--- config.mk ---
export PLATFORM = sky130hd
export DESIGN_NAME = cache_control4way
export DESIGN_NICKNAME = d
export VERILOG_FILES = /design/src/rtl/cache_control4way_pkg.sv /design/src/rtl/cache_control4way_victim.sv /design/src/rtl/cache_control4way.sv
export SDC_FILE = /design/constraint.sdc
export NUM_CORES = 1
export LEC_CHECK = 0
export CAP_MARGIN = 20
export CORE_ASPECT_RATIO = 1.75
export CORE_MARGIN = 1.5
export CORE_UTILIZATION = 46
export DETAILED_ROUTE_END_ITERATION = 7
export PLACE_DENSITY = 0.8
export SLEW_MARGIN = 0
export SYNTH_ARGS = -nofsm -noshare
export SYNTH_HDL_FRONTEND = slang
export SYNTH_SLANG_ARGS = --single-unit
--- constraint.sdc ---
create_clock -name clk -period 3.1 [get_ports clk]
set_input_delay 0.31 -clock clk [delete_from_list [all_inputs] [get_ports clk]]
set_output_delay 0.31 -clock clk [all_outputs]
set_load 0.005 [all_outputs]
--- src/rtl/cache_control4way_pkg.sv ---
// Shared types for the 4-way write-back cache controller: FSM states,
// address-mux encodings, way index type and one-hot/priority helpers.
package cache_types;

    localparam int CNT_WIDTH_DEF = 16;

    typedef enum logic [1:0] {
        ST_IDLE      = 2'd0,
        ST_WRITEBACK = 2'd1,
        ST_FILL      = 2'd2
    } state_t;

    typedef logic [1:0] way_t;

    localparam logic [2:0] ADR_CPU  = 3'd0;
    localparam logic [2:0] ADR_WAY0 = 3'd1;
    localparam logic [2:0] ADR_WAY1 = 3'd2;
    localparam logic [2:0] ADR_WAY2 = 3'd3;
    localparam logic [2:0] ADR_WAY3 = 3'd4;

    // Lowest set bit wins; an all-zero vector maps to way 0.
    function automatic way_t lowest_way(input logic [3:0] vec);
        way_t w;
        casez (vec)
            4'b???1: w = 2'd0;
            4'b??10: w = 2'd1;
            4'b?100: w = 2'd2;
            4'b1000: w = 2'd3;
            default: w = 2'd0;
        endcase
        return w;
    endfunction

    function automatic logic [3:0] way_onehot(input way_t w);
        return 4'b0001 << w;
    endfunction

endpackage

--- src/rtl/cache_control4way_victim.sv ---
// Replacement victim choice: prefer the lowest invalid way, otherwise the
// pseudo-LRU way supplied by the datapath.
module victim_select4way
    import cache_types::*;
(
    input  logic [3:0] valid,
    input  logic [1:0] lru,
    output way_t       way
);

    // Pick the victim for the indexed set.
    always_comb begin
        way = lru;
        if (valid != 4'b1111) begin
            way = lowest_way(~valid);
        end else begin
            way = lru;
        end
    end

endmodule

--- src/rtl/cache_control4way.sv ---
// Control FSM for the 4-way, 8-set write-back data cache: hit service,
// dirty-victim writeback, line fill and saturating performance counters.
module cache_control4way
    import cache_types::*;
#(
    parameter int CNT_WIDTH = CNT_WIDTH_DEF
) (
    input  logic                 clk,
    input  logic                 rst_n,
    input  logic                 mem_read,
    input  logic                 mem_write,
    output logic                 mem_resp,
    input  logic [3:0]           hit,
    input  logic [3:0]           valid,
    input  logic [3:0]           dirty,
    input  logic [1:0]           lru,
    output logic                 pmem_read,
    output logic                 pmem_write,
    input  logic                 pmem_resp,
    output logic [3:0]           data_writeline,
    output logic [3:0]           tag_write,
    output logic [3:0]           valid_write,
    output logic                 valid_in,
    output logic [3:0]           dirty_write,
    output logic                 dirty_in,
    output logic                 update_lru,
    output logic                 wb_sel,
    output logic [2:0]           adrmux_sel,
    output logic [CNT_WIDTH-1:0] hit_count,
    output logic [CNT_WIDTH-1:0] miss_count,
    output logic [CNT_WIDTH-1:0] wb_count
);

    localparam logic [CNT_WIDTH-1:0] CNT_MAX = {CNT_WIDTH{1'b1}};
    localparam logic [CNT_WIDTH-1:0] CNT_ONE = CNT_WIDTH'(1);

    state_t               state_r, state_next_s;
    way_t                 victim_r, victim_next_s, victim_sel_s, hit_way_s;
    logic                 req_s;
    logic                 hit_inc_s, miss_inc_s, wb_inc_s;
    logic [CNT_WIDTH-1:0] hit_count_r, miss_count_r, wb_count_r;

    victim_select4way u_victim (
        .valid (valid),
        .lru   (lru),
        .way   (victim_sel_s)
    );

    assign req_s     = mem_read | mem_write;
    assign hit_way_s = lowest_way(hit);

    // State and victim registers; reset abandons any memory transaction.
    always_ff @(posedge clk or negedge rst_n) begin
        if (!rst_n) begin
            state_r  <= ST_IDLE;
            victim_r <= 2'd0;
        end else begin
            state_r  <= state_next_s;
            victim_r <= victim_next_s;
        end
    end

    // Next state and strobes; strobes are held low while reset is asserted.
    always_comb begin
        state_next_s   = state_r;
        victim_next_s  = victim_r;
        hit_inc_s      = 1'b0;
        miss_inc_s     = 1'b0;
        wb_inc_s       = 1'b0;
        mem_resp       = 1'b0;
        pmem_read      = 1'b0;
        pmem_write     = 1'b0;
        data_writeline = 4'b0000;
        tag_write      = 4'b0000;
        valid_write    = 4'b0000;
        valid_in       = 1'b0;
        dirty_write    = 4'b0000;
        dirty_in       = 1'b0;
        update_lru     = 1'b0;
        wb_sel         = 1'b0;
        adrmux_sel     = ADR_CPU;
        if (!rst_n) begin
            state_next_s = ST_IDLE;
        end else begin
            case (state_r)
                ST_IDLE: begin
                    if (req_s && (hit != 4'b0000)) begin
                        mem_resp   = 1'b1;
                        update_lru = 1'b1;
                        hit_inc_s  = 1'b1;
                        // Simultaneous read+write is serviced as a write.
                        if (mem_write) begin
                            data_writeline = way_onehot(hit_way_s);
                            wb_sel         = 1'b1;
                            dirty_write    = way_onehot(hit_way_s);
                            dirty_in       = 1'b1;
                        end else begin
                            wb_sel = 1'b0;
                        end
                    end else if (req_s) begin
                        victim_next_s = victim_sel_s;
                        miss_inc_s    = 1'b1;
                        if (valid[victim_sel_s] && dirty[victim_sel_s]) begin
                            state_next_s = ST_WRITEBACK;
                            wb_inc_s     = 1'b1;
                        end else begin
                            state_next_s = ST_FILL;
                        end
                    end else begin
                        state_next_s = ST_IDLE;
                    end
                end
                ST_WRITEBACK: begin
                    pmem_write = 1'b1;
                    adrmux_sel = ADR_WAY0 + {1'b0, victim_r};
                    if (pmem_resp) begin
                        state_next_s = ST_FILL;
                    end else begin
                        state_next_s = ST_WRITEBACK;
                    end
                end
                ST_FILL: begin
                    pmem_read  = 1'b1;
                    adrmux_sel = ADR_CPU;
                    // Install the clean line; the retried request then hits.
                    if (pmem_resp) begin
                        data_writeline = way_onehot(victim_r);
                        tag_write      = way_onehot(victim_r);
                        valid_write    = way_onehot(victim_r);
                        valid_in       = 1'b1;
                        dirty_write    = way_onehot(victim_r);
                        dirty_in       = 1'b0;
                        state_next_s   = ST_IDLE;
                    end else begin
                        state_next_s = ST_FILL;
                    end
                end
                default: begin
                    state_next_s = ST_IDLE;
                end
            endcase
        end
    end

    // Saturating performance counters, bumped on the transition cycle only.
    always_ff @(posedge clk or negedge rst_n) begin
        if (!rst_n) begin
            hit_count_r  <= '0;
            miss_count_r <= '0;
            wb_count_r   <= '0;
        end else begin
            if (hit_inc_s && (hit_count_r != CNT_MAX)) begin
                hit_count_r <= hit_count_r + CNT_ONE;
            end
            if (miss_inc_s && (miss_count_r != CNT_MAX)) begin
                miss_count_r <= miss_count_r + CNT_ONE;
            end
            if (wb_inc_s && (wb_count_r != CNT_MAX)) begin
                wb_count_r <= wb_count_r + CNT_ONE;
            end
        end
    end

    assign hit_count  = hit_count_r;
    assign miss_count = miss_count_r;
    assign wb_count   = wb_count_r;

endmodule

==> results of run 1 <==
[worst reg2reg max path: stages (launching register included)]
cell	delay, ps
dfrtp_1	440
or2_2	350
or4_1	580
inv_1	120
and3_1	230
a21boi_1	400
nand3_1	150
xnor2_1	150
[area by class of cell]
type / count / area, um2 / area share [%]
multi-input cells: 202 / 1396 / 36.20
clock buffers: 5 / 68.82 / 1.784
repair buffers: 94 / 933.4 / 24.20
well taps: 78 / 97.59 / 2.530
inverters: 9 / 33.78 / 0.8758
clock inverters: 3 / 26.28 / 0.6812
flip-flops and latches: 52 / 1301 / 33.73
[timing repair]
item	CTS	global route
buffers inserted	0	0
hold endpoints to repair	8	0
hold buffers	1	0
[power by group through the flow]
stage | logic (mW) | clock network (mW) | registers, mW
floorplan | 0.141 | 0 | 0.815
detailed placement | 0.338 | 0 | 0.823
global placement | 0.328 | 0 | 0.820
global route | 0.373 | 0.441 | 0.820
CTS | 0.342 | 0.415 | 0.809
finish | 0.337 | 0.394 | 0.810
[flip-flops by register name (all words and copies together) (netlist names)]
signal and flops:
wb_count 16, hit_count 16, state_r 2, miss_count 16, victim_r 2
[worst max-delay path by stage]
| stage | start | end | slack [ps] | depth (start not counted) |
|---|---|---|---|---|
| floorplan | hit[1] | wb_count[1] | 750 | 6 |
| global placement | hit[1] | wb_count[1] | 210 | 6 |
| detailed placement | hit[1] | wb_count[1] | 200 | 6 |
| CTS | rst_n | update_lru | 190 | 6 |
| global route | rst_n | update_lru | 60 | 6 |
| finish | rst_n | update_lru | 210 | 6 |
[per-layer routing]
layer	track usage [%]	vias up	share of wire, %
met2	38.74	64	56
met4	10.32	0	2.1
met1	21.67	1123	38
met5	0	-	0
met3	2.099	10	3.1
li1	-	1130	-
[cells in the mapped netlist, drive strengths merged, types with 2 or more instances]
| library cell | n |
|---|---|
| dfrtp | 52 |
| xnor2 | 29 |
| nand2 | 26 |
| nand3 | 18 |
| nor2 | 17 |
| and3 | 16 |
| xor2 | 13 |
| buf | 11 |
| nand4 | 10 |
| inv | 9 |
| and2 | 8 |
| ha | 7 |
| nor3 | 7 |
| nor2b | 6 |
| a21oi | 5 |
| and4 | 4 |
| mux2 | 4 |
| mux2i | 4 |
| nor4 | 3 |
| o21ai | 3 |
| or4 | 3 |
| a21o | 2 |
| a31oi | 2 |
| a32oi | 2 |
| a41oi | 2 |
| clkbuf | 2 |
| nand2b | 2 |
| nand3b | 2 |
[stage by stage]
step | std cells | power, mW | instance area (um2)
after floorplan | 276 | 0.9557 | 2825
after global placement | 434 | 1.148 | 3752
after detailed placement | 434 | 1.162 | 3752
after CTS | 443 | 1.566 | 3857
after global routing | 443 | 1.634 | 3857
final | 443 | 1.540 | 3857
[cells by family after synthesis]
kind of cell	count (synthesis)	synth area share [%]
AND/OR/NAND/NOR	124	24.45
flip-flops	52	46.06
XOR/XNOR	42	13.02
buffers and inverters	22	4.517
AO/OA/AOI/OAI	21	5.847
multiplexers	8	3.011
adder cells (fa/ha/maj)	7	3.100
==> results_dict.tcl, run 1 <==
set metrics [dict create \
    outcome "completed" \
    cellLeakagePower_nw 1.678 \
    vdd_drop_max_mv 0.3115 \
    finalHoldViolCount 0 \
    critPathTopFamily "buffers and inverters" \
    cts_root_buf "clkbuf_8" \
    wl_um 6454 \
    setup_viol 0 \
    fmax_mhz 345.5 \
    rsz0062_at_grt "no" \
    yosysWarnings 0 \
    cts_tree "built" \
    max_cap_violations 0 \
    synth_edf_count 0 \
    coreArea_mm2 0.005926 \
    grt_pass1_wl_um 10790 \
    area_delta_synth_final_pct 36.54 \
    cts_buffers 5 \
    ys_seq_area_share_pct 46.06 \
    crit_fanout 18 \
    nets 390 \
    nFillCells 526 \
    hold_slack_ps 496.2 \
    powerDensity_mw_per_mm2 399.3 \
    avgSynthCellArea_um2 10.24 \
    slew_headroom_pct 58.59 \
    async_flop_share_pct 100.0 \
    reg2reg_depth 7 \
    critPathMaxStageDelay_ps 610 \
    netlist.area_leader.share_pct 46.06 \
    drc_errors 0 \
    fin_util_pct 65.10 \
    crit_type "primary input to primary output" \
    p_int_mw 1.107 \
    rr_endpoint "hit_count[8]" \
    swShare_pct 28.11 \
    die_w_um 62.24 \
    cp_data_arrival_time_ps 2580 \
    syn_area_mm2 0.002825 \
    dieArea_mm2 0.006639 \
    postRouteAntennaNets 0 \
    synth_nets 302 \
    synth_cell_types 45 \
    worst-path-buf-inv 5 \
    pwr-share-comb_pct 21.9 \
    max_slew.worst_pin.slew_ps 603.9 \
    die_h_um 106.7 \
    endpoint_kind "primary output" \
    ios 93 \
    p_switching_uw 432.9 \
    crit_top_cell "inv_1" \
    clkTransAtPathRegs_ps 100 \
    grt_pass1_vias 2351 \
    htree_levels 2 \
    final_cell_mix "clkdlybuf4s50_1, dfrtp_1, xnor2_1" \
    wl_per_cell_um 14.57 \
    n_antenna_cell 0 \
    grt_max_degree 45 \
    port_buffers 92 \
    drive_above_1_share_pct 6.849 \
    fin_crit_ps 2894 \
    hp-class "primary input to async pin" \
    rows 37 \
    required_ps 2790 \
    gp_congestion 0.7966 \
    vias_per_cell 5.253 \
    cp-start-kind "primary input" \
    final_common_cell "clkdlybuf4s50_1" \
    yosys.area.top_type "dfrtp_1" \
    clock_path_buffers 2 \
    ctsResizeCount 0 \
    maxSlewViolCount 0 \
    synth-main-ff-cell "dfrtp_1" \
    setup_tns_ps 0 \
    numClockSinks 52 \
    yosys_register_bits 52 \
    grt-ovfl-total 0 \
    crit_slowest_cell "or4_1" \
    fin_ws_ps 205.7 \
    start_util_pct 47.68 \
    vias 2327 \
    clock_latency_ps 310 \
    track_usage_pct 20.22 \
    drt_iter0_drc 126 \
    clkPwrFrac_pct 25.6 \
    reg2reg_setup_slack_ps 580 \
    finClkSkew_ps 10.60 \
    syn_inst 276 \
    path_cells "dlygate4sd3_1, buf_2, inv_1, or4_1, inv_1, clkdlybuf4s50_1" \
    place_hpwl_um 5021 \
    regToRegStartpoint "state_r[0]" \
    synth_area_leaders "dfrtp_1, xnor2_1, xor2_1" \
    seqPwrFrac_pct 52.6 \
    dpl_worst_slack_ps 202.1 \
    final.period_utilization_pct 93.36 \
    antenna_found_initial 0 \
    first_pass_iters 6 \
]
(Power assumes the default switching activity.)
==> run 2: changes to the inputs <==
- GPL_ROUTABILITY_DRIVEN: not set -> 0
==> results of run 2 <==
No change in the layout: final DEF, timing and power equal those of run 1.
